`src/rtl/slot_pkg.sv`:
```
// Shared types and constants for the slot reel engine: FSM states, LFSR taps,
// reset symbols and the nibble-to-symbol fold.
package slot_pkg;

    typedef enum logic [1:0] {
        IDLE,
        SPIN,
        DONE
    } state_t;

    localparam logic [15:0] LFSR_TAPS = 16'hB400;

    // Element k is reel k+1; unequal so nothing downstream sees a match out of reset.
    localparam logic [3:0][3:0] RESET_SYMS = {4'd3, 4'd2, 4'd1, 4'd0};

    function automatic logic [3:0] map_symbol(input logic [3:0] nibble,
                                              input logic [4:0] num_symbols);
        logic [4:0] wide;
        wide = {1'b0, nibble};
        if (wide >= num_symbols) wide = wide - num_symbols;
        return wide[3:0];
    endfunction

endpackage

```
`src/rtl/slot_lfsr16.sv`:
```
// Free-running 16-bit Galois LFSR; steps every clock and reloads SEED on reset.
module slot_lfsr16
    import slot_pkg::*;
#(
    parameter logic [15:0] SEED = 16'hACE1
) (
    input  logic        clk,
    input  logic        rst,
    output logic [15:0] value
);

    // NOTE: registered state uses non-blocking assignment so every flop samples pre-edge values.
    always_ff @(posedge clk or negedge rst) begin
        if (!rst) value <= SEED;
        else      value <= value[0] ? ((value >> 1) ^ LFSR_TAPS) : (value >> 1);
    end

endmodule

```
`src/rtl/slot_reels.sv`:
```
// Four-reel spin engine: reels roll from the LFSR on each tick and lock left to
// right; a one-cycle result_valid accompanies the registered jackpot flag.
module slot_reels
    import slot_pkg::*;
#(
    parameter logic [15:0] SEED          = 16'hACE1,
    parameter int          TICK_DIV      = 2_500_000,
    parameter int          SPIN_TICKS    = 40,
    parameter int          STAGGER_TICKS = 10,
    parameter int          NUM_SYMBOLS   = 10
) (
    input  logic       clk,
    input  logic       rst,
    input  logic       spin,
    output logic [3:0] randNum1,
    output logic [3:0] randNum2,
    output logic [3:0] randNum3,
    output logic [3:0] randNum4,
    output logic       spinning,
    output logic       result_valid,
    output logic       jackpot
);

    localparam int LAST_TICK = SPIN_TICKS + 3 * STAGGER_TICKS;
    localparam int DIV_W     = $clog2(TICK_DIV);
    localparam int TICK_W    = $clog2(LAST_TICK + 1);

    state_t            state, state_next;
    logic [15:0]       lfsr;
    logic              spin_d;
    logic              start;
    logic              tick;
    logic              last_lock;
    logic [DIV_W-1:0]  div_cnt;
    logic [TICK_W-1:0] tick_cnt;
    logic [TICK_W-1:0] tick_next;
    logic [3:0]        locked;
    logic [3:0]        lock_now;
    logic [3:0][3:0]   sym;
    logic [3:0][3:0]   sym_next;

    slot_lfsr16 #(.SEED(SEED)) u_lfsr (
        .clk   (clk),
        .rst   (rst),
        .value (lfsr)
    );

    assign start     = spin & ~spin_d;
    assign tick      = (state == SPIN) && (div_cnt == DIV_W'(TICK_DIV - 1));
    assign tick_next = tick_cnt + TICK_W'(1);
    assign last_lock = tick && (tick_next == TICK_W'(LAST_TICK));

    // A reel takes the update on its own lock tick, so lock_now only gates later ticks.
    always_comb begin
        // NOTE: defaults first so no path through this block can infer a latch.
        sym_next = sym;
        lock_now = '0;
        for (int k = 0; k < 4; k++) begin
            lock_now[k] = tick && (tick_next == TICK_W'(SPIN_TICKS + k * STAGGER_TICKS));
            if (tick && !locked[k]) sym_next[k] = map_symbol(lfsr[4*k +: 4], 5'(NUM_SYMBOLS));
        end
    end

    always_ff @(posedge clk or negedge rst) begin
        if (!rst) state <= IDLE;
        else      state <= state_next;
    end

    always_comb begin
        state_next   = state;
        spinning     = 1'b0;
        result_valid = 1'b0;
        case (state)
            IDLE: if (start) state_next = SPIN;
            SPIN: begin
                spinning = 1'b1;
                if (last_lock) state_next = DONE;
            end
            DONE: begin
                result_valid = 1'b1;
                state_next   = IDLE;
            end
            default: state_next = IDLE;
        endcase
    end

    always_ff @(posedge clk or negedge rst) begin
        if (!rst) begin
            spin_d   <= 1'b0;
            div_cnt  <= '0;
            tick_cnt <= '0;
            locked   <= '0;
            sym      <= RESET_SYMS;
            jackpot  <= 1'b0;
        end else begin
            spin_d <= spin;
            if (state == IDLE && start) begin
                div_cnt  <= '0;
                tick_cnt <= '0;
                locked   <= '0;
                jackpot  <= 1'b0;
            end else if (state == SPIN) begin
                sym <= sym_next;
                if (tick) begin
                    div_cnt  <= '0;
                    tick_cnt <= tick_next;
                    locked   <= locked | lock_now;
                    if (last_lock)
                        jackpot <= (sym_next[0] == sym_next[1]) &&
                                   (sym_next[1] == sym_next[2]) &&
                                   (sym_next[2] == sym_next[3]);
                end else begin
                    div_cnt <= div_cnt + DIV_W'(1);
                end
            end
        end
    end

    assign randNum1 = sym[0];
    assign randNum2 = sym[1];
    assign randNum3 = sym[2];
    assign randNum4 = sym[3];

endmodule

```
`config.mk`:
```
export PLATFORM = sky130hd
export DESIGN_NAME = slot_reels
export DESIGN_NICKNAME = d
export VERILOG_FILES = /design/src/rtl/slot_pkg.sv /design/src/rtl/slot_lfsr16.sv /design/src/rtl/slot_reels.sv
export SDC_FILE = /design/constraint.sdc
export NUM_CORES = 1
export LEC_CHECK = 0
export ABC_AREA = 1
export CAP_MARGIN = 10
export CORE_UTILIZATION = 40
export DETAILED_ROUTE_END_ITERATION = 10
export REMOVE_ABC_BUFFERS = 1
export SLEW_MARGIN = 20
export SYNTH_ARGS = -nofsm -noshare
export SYNTH_HDL_FRONTEND = slang
export SYNTH_HIERARCHICAL = 1
export SYNTH_SLANG_ARGS = --single-unit
```
`constraint.sdc`:
```
create_clock -name clk -period 2.2 [get_ports clk]
set_input_delay 0.22 -clock clk [delete_from_list [all_inputs] [get_ports clk]]
set_output_delay 0.22 -clock clk [all_outputs]
set_load 0.005 [all_outputs]
```
==> Yosys cells after proc, flatten, opt, wreduce, memory -nomap -nowiden <==
Index checks and enable logic that the tools add are counted.
{ "word_totals": {"input_bits": 3, "word_cells": 89, "regBits": 69, "out_inout_bits": 19} }
{ "classes": {"n_lt_le_gt_ge": 4, "n_eq_ne": 12, "reduce_logical": 24, "add_sub_neg": 6, "bitwise": 5, "mux": 27} }
{ "ops": {"columns": ["op", "count"], "rows": [
  ["22-bit 2-to-1 mux", 3],
  ["4-bit 2-to-1 mux", 11],
  ["22-bit by 1-bit adder with 22-bit output (second input constant)", 1],
  ["22-bit == test (second input constant)", 1],
  ["7-bit by 6-bit == test with 1-bit output (second input constant)", 3],
  ["7-bit 2-to-1 mux", 3],
  ["4-bit greater-or-equal comparator (second input constant)", 4],
  ["16-bit 2-to-1 mux", 1],
  ["4-bit subtractor (second input constant)", 4],
  ["4-bit == test", 3],
  ["1-bit logical AND", 12],
  ["7-bit by 1-bit adder with 7-bit output (second input constant)", 1],
  ["7-bit == test (second input constant)", 1],
  ["1-bit 2-to-1 mux", 6],
  ["2-bit AND reduction", 3],
  ["2-bit nonzero test", 3],
  ["1-bit logical NOT", 4],
  ["2-bit 2-to-1 mux", 2],
  ["2-bit != test (second input constant)", 2],
  ["3-bit NOT with 4-bit output", 1],
  ["4-bit bitwise OR", 1],
  ["2-bit case mux with 2 select lines", 1],
  ["3-bit AND reduction", 1],
  ["2-bit by 1-bit == test with 1-bit output (second input constant)", 1],
  ["other kinds (4)", 5]
]} }

==> Longest topological paths before layout <==
{ "logic_depth": {"word_depth": 11, "ltp_mapped": 15, "mapped_depth_nobuf": 14} }

==> Modules after synthesis <==
Netlist, hierarchy kept.
{ "modules_own_cells": {"columns": ["module", "cells_each", "n_inst", "area_per_inst_um2", "seq_area_each_um2"], "rows": [
  ["slot_reels", 444, 1, 3354.5, 1331.3],
  ["slot_lfsr16", 29, 1, 459.2, 410.4]
]} }

==> Worst setup path before layout <==
No wires, ideal clock.
{ "synth_path": {"kind": "reg-to-reg", "startpoint": "reg div_cnt[0]", "endpoint": "reg jackpot", "arrival_time_ps": 1705, "stages_incl_launch_ff": 15, "required_time_ps": 2127, "setup_ps": 73, "path_slack_ps": 421, "synth_period_minus_slack_ps": 1779, "path_buffers": 1, "path_cell_list": "dfrtp_1 > ha_1 > nand2_2 > nor2_4 > nand3_2 > nor2_4 > buf_6 > nand4_1 > nand2_2 > nand2_1 > o21ai_1 > nand2_1 > nor2_1 > nand3_1 > a21oi_2"} }
{ "synth_between": {"elab_chain_cells": 11, "word_cells_on_any_way": 23, "classes_between": "eq/ne (4); mux (8); reduce/logical (11)"} }
{ "synth_rtl": {"columns": ["element", "line", "source"], "rows": [
  ["from (decl)", "slot_reels.sv:34", "logic [DIV_W-1:0] div_cnt;"],
  ["from (signal assigned)", "slot_reels.sv:113", "div_cnt <= div_cnt + DIV_W'(1);"],
  ["22-bit == test (*)", "slot_reels.sv:49", "assign tick = (state == SPIN) && (div_cnt == DIV_W'(TICK_DIV - 1));"],
  ["1-bit logical AND (*)", "slot_reels.sv:49", null],
  ["1-bit logical AND", "slot_reels.sv:60", "if (tick && !locked[k]) sym_next[k] = map_symbol(lfsr[4*k +: 4], 5'(NUM_SYMBOLS));"],
  ["4-bit 2-to-1 mux", "slot_reels.sv:60", null],
  ["4-bit == test (on tied branches)", "slot_reels.sv:109, slot_reels.sv:110", null],
  ["1-bit logical AND", "slot_reels.sv:109", "jackpot <= (sym_next[0] == sym_next[1]) &&"],
  ["1-bit logical AND", "slot_reels.sv:110", "(sym_next[1] == sym_next[2]) &&"],
  ["1-bit 2-to-1 mux", "slot_reels.sv:108", "if (last_lock)"],
  ["1-bit 2-to-1 mux", "slot_reels.sv:104", "if (tick) begin"],
  ["1-bit 2-to-1 mux", "slot_reels.sv:102", "end else if (state == SPIN) begin"],
  ["1-bit 2-to-1 mux", "slot_reels.sv:97", "if (state == IDLE && start) begin"],
  ["to (signal assigned)", "slot_reels.sv:109", null],
  ["to (decl)", "slot_reels.sv:21", "output logic jackpot"]
]} }
Every way passes the cells marked *; elsewhere a longest branch is shown, timed or not. The select of a mux whose other input is x is not followed.
A chain may end at the register's enable or synchronous reset.

==> Final worst setup path <==
Ends and elaborated chain as after synthesis.

==> results.py <==
metrics = {
    "placed_design": {
        "globalplace.congestion": 0.9415,
        "hpwlAfterDp_um": 6681,
        "port_buffers": 21,
    },
    "timing": {
        "slew_headroom_pct": 64.71,
        "report.final.setup_viol": 0,
        "period_share_pct": 93.30,
        "hold_violations_final": 0,
        "timing.clock.skew_ps": 8.911,
        "peak_clock_frequency_supported_by_timing_mhz": 487.2,
        "report.final.slew_viol_count": 0,
        "timing_worst_slew_pin_value_ps": 529.4,
        "final.hold.worst_slack_ps": 343.5,
        "finalWorstPathRequiredPeriod_ps": 2053,
    },
    "final_layout": {
        "layout.cells.most_common": "sky130_fd_sc_hd__nand2_1",
        "layout_area_overhead_pct": 19.98,
        "nFillCells": 894,
        "antennaDiodeCount": 0,
        "layout.cells.most_common_list": "110 x sky130_fd_sc_hd__nand2_1, 75 x sky130_fd_sc_hd__inv_1, 57 x sky130_fd_sc_hd__dfrtp_1, 31 x sky130_fd_sc_hd__nand4_1, 30 x sky130_fd_sc_hd__nor2_1",
        "finalNetCount": 536,
        "post_route_cells_drive_above_1_share_pct": 17.89,
        "finish.utilization_pct": 49.52,
    },
    "drt": {
        "first_pass_iters": 5,
        "route.detailed.wl_per_inst_um": 13.54,
        "via_per_inst": 4.930,
        "residual_drc_count": 0,
        "ant_nets": 0,
        "drtIter0Drc": 123,
        "via_count": 3254,
        "wl_um": 8939,
    },
    "synth": {
        "synthTopCellsByArea": "sky130_fd_sc_hd__dfrtp_1 37%, sky130_fd_sc_hd__nand2_1 11%, sky130_fd_sc_hd__dfstp_2 8.3%",
        "ys_ff_latch": 69,
        "dominantRegCellSynth": "sky130_fd_sc_hd__dfrtp_1",
        "postSynth.asyncResetShare_pct": 100.0,
        "post_synth_edffs": 0,
        "yosys_top_cell_by_area": "sky130_fd_sc_hd__dfrtp_1",
        "count_of_distinct_cell_types_in_the_synthesized_netlist": 39,
        "synth_top_cell_area_share_pct": 37.40,
        "syn_area_per_cell_um2": 8.063,
        "synth-warning-count": 6,
        "synth_sequential_area_ratio_pct": 45.67,
        "mappedNetlistArea_um2": 3814,
        "number_of_cells_produced_by_synthesis": 473,
    },
    "global_route": {
        "grt_remaining_overflow": 0,
        "grt_first_pass_wirelength_um": 15380,
        "antenna_found_initial": 0,
        "grt_use_total_pct": 19.74,
        "grt_start_max_net_pins": 23,
        "number_of_global_route_vias_before_repair": 3319,
    },
    "clocking": {
        "clkTransAtPathRegs_ps": 70,
        "clockRootBuffer": "sky130_fd_sc_hd__clkbuf_8",
        "htree_num_levels": 3,
        "clock_latency_reported_for_the_late_side_of_the_worst_skew_pair_ps": 340,
        "tritoncts": "done",
        "clock_path_buffers": 2,
        "numCtsBuffers": 9,
        "cts_sinks": 69,
    },
    "power": {
        "static-leakage-power_nw": 2.211,
        "pwr_density_cell_nw_per_um2": 491.4,
        "fin_total_pwr_w": 0.002248,
        "worst_ir_drop_vdd_mv": 0.4188,
    },
    "run_status": {
        "outcome": "complete, no violations",
    },
    "setup_path": {
        "critPathMaxFanout": 12,
        "critPathArrivalTime_ps": 2320,
        "type_of_the_worst_setup_path": "reg -> reg",
        "cp-end-kind": "flop",
        "setup.worst_path.start_class": "flop",
        "critical_path_required_ps": 2470,
    },
    "die": {
        "num_io_pins": 22,
        "initial_core_util_pct": 41.27,
        "dieWidth_um": 99.64,
        "fp.dieArea_um2": 9928,
        "die_y_um": 99.64,
        "placement_rows": 35,
        "core_um2": 9240,
    },
    "flow_run": {
        "max_cap_violation_count": 0,
    },
    "worst_hold_path": {
        "timing.hold.worst.class": "in -> reg",
    },
}
==> stage by stage <==
stage	cell area, um^2	instances	setup WS, ps	TNS (ps)
2_1_floorplan	3756	467	256.6	0
3_3_place_gp	4273	637	-7.765	-7.765
3_5_place_dp	4273	637	-25.08	-25.08
4_1_cts	4477	656	0.1339	0
5_1_grt	4576	660	-9.842	-9.842
6_report	4576	660	147.4	0
==> final cells by class <==
type / instances / area [um^2] / share of cell area, %
flip-flops and latches: 69 / 1742 / 38.06
clock inverters: 3 / 20.02 / 0.4375
inverters: 84 / 315.3 / 6.891
clock buffers: 13 / 158.9 / 3.473
well taps: 129 / 161.4 / 3.527
multi-input cells: 314 / 1735 / 37.93
repair buffers: 48 / 442.9 / 9.680
==> worst max-delay path: stages (launching register included) <==
cell	delay, ps
sky130_fd_sc_hd__dfrtp_1	420
sky130_fd_sc_hd__ha_4	170
sky130_fd_sc_hd__nand2_2	70
sky130_fd_sc_hd__nor2_4	100
sky130_fd_sc_hd__nand2_1	90
sky130_fd_sc_hd__nor2_4	130
sky130_fd_sc_hd__buf_12	140
sky130_fd_sc_hd__nand3_2	110
sky130_fd_sc_hd__o21ai_1	190
sky130_fd_sc_hd__nand2_1	80
sky130_fd_sc_hd__nand2_1	80
sky130_fd_sc_hd__inv_1	40
sky130_fd_sc_hd__nor2_1	120
sky130_fd_sc_hd__nand3_2	110
sky130_fd_sc_hd__a21oi_2	130
==> cells by family after synthesis <==
group	synth area share, %
DFF	45.67
xor gates and xnor gates	2.067
AOI/OAI and AO/OA	9.154
adders and majority gates	2.296
buffers and inverters	9.777
and+or+nand+nor	31.04
==> worst paths after layout <==
check,from,to,slack [ps],depth (start not counted)
max in group asynchronous,rst,u_lfsr/value[0],1130,3
max,div_cnt[0],jackpot,150,14
min,spin,spin_d,340,1
max reg2reg,div_cnt[0],jackpot,150,14
min in group asynchronous,rst,randNum2[1],380,2
min reg2reg,u_lfsr/value[6],u_lfsr/value[5],380,0
==> sequential cells by signal, summed over array words and instances (netlist names) <==
register / flops
locked: 4
u_lfsr/value: 16
spin_d: 1
randNum3: 4
randNum2: 4
jackpot: 1
state: 2
randNum1: 4
randNum4: 4
tick_cnt: 7
div_cnt: 22
==> report_power, final <==
| group | total [W] | internal, W | switching (W) | leakage [nW] |
|---|---|---|---|---|
| Combinational | 0.0000360 | 0.00000852 | 0.0000274 | 1.30 |
| Clock | 0.000942 | 0.000470 | 0.000472 | 0.0857 |
| Sequential | 0.00127 | 0.00127 | 0.000000418 | 0.825 |
| Total | 0.00225 | 0.00175 | 0.000500 | 2.21 |
==> synth_stat cells (3+ instances only) <==
master,n
sky130_fd_sc_hd__nand3_1,19
sky130_fd_sc_hd__nand2_1,111
sky130_fd_sc_hd__xor2_1,9
sky130_fd_sc_hd__buf_6,4
sky130_fd_sc_hd__nor2_2,3
sky130_fd_sc_hd__nor2_4,6
sky130_fd_sc_hd__nand3_2,4
sky130_fd_sc_hd__dfstp_2,12
sky130_fd_sc_hd__o21ai_0,21
sky130_fd_sc_hd__nand2_2,6
sky130_fd_sc_hd__dfrtp_1,57
sky130_fd_sc_hd__inv_2,7
sky130_fd_sc_hd__inv_1,75
sky130_fd_sc_hd__nand4_1,31
sky130_fd_sc_hd__nor2_1,32
sky130_fd_sc_hd__o22ai_1,7
sky130_fd_sc_hd__ha_1,7
sky130_fd_sc_hd__o21ai_1,6
sky130_fd_sc_hd__a21oi_1,21
sky130_fd_sc_hd__nor3_1,13
==> per-layer routing <==
metal | track usage [%] | wire length (um)
met1 | 26.04 | 4320
met5 | 0 | 0
met3 | 4.708 | 278
met4 | 5.543 | 89
met2 | 32.43 | 4250
==> timing repair <==
action / CTS / global route
resized for setup: 0 / 12
setup endpoints to repair: 1 / 1
buffers inserted: 2 / 4
endpoints found under the hold margin: 13 / 0
pin swaps: 1 / 6
hold buffers: 1 / 0
No activity file was read; power rests on OpenSTA's default activity.
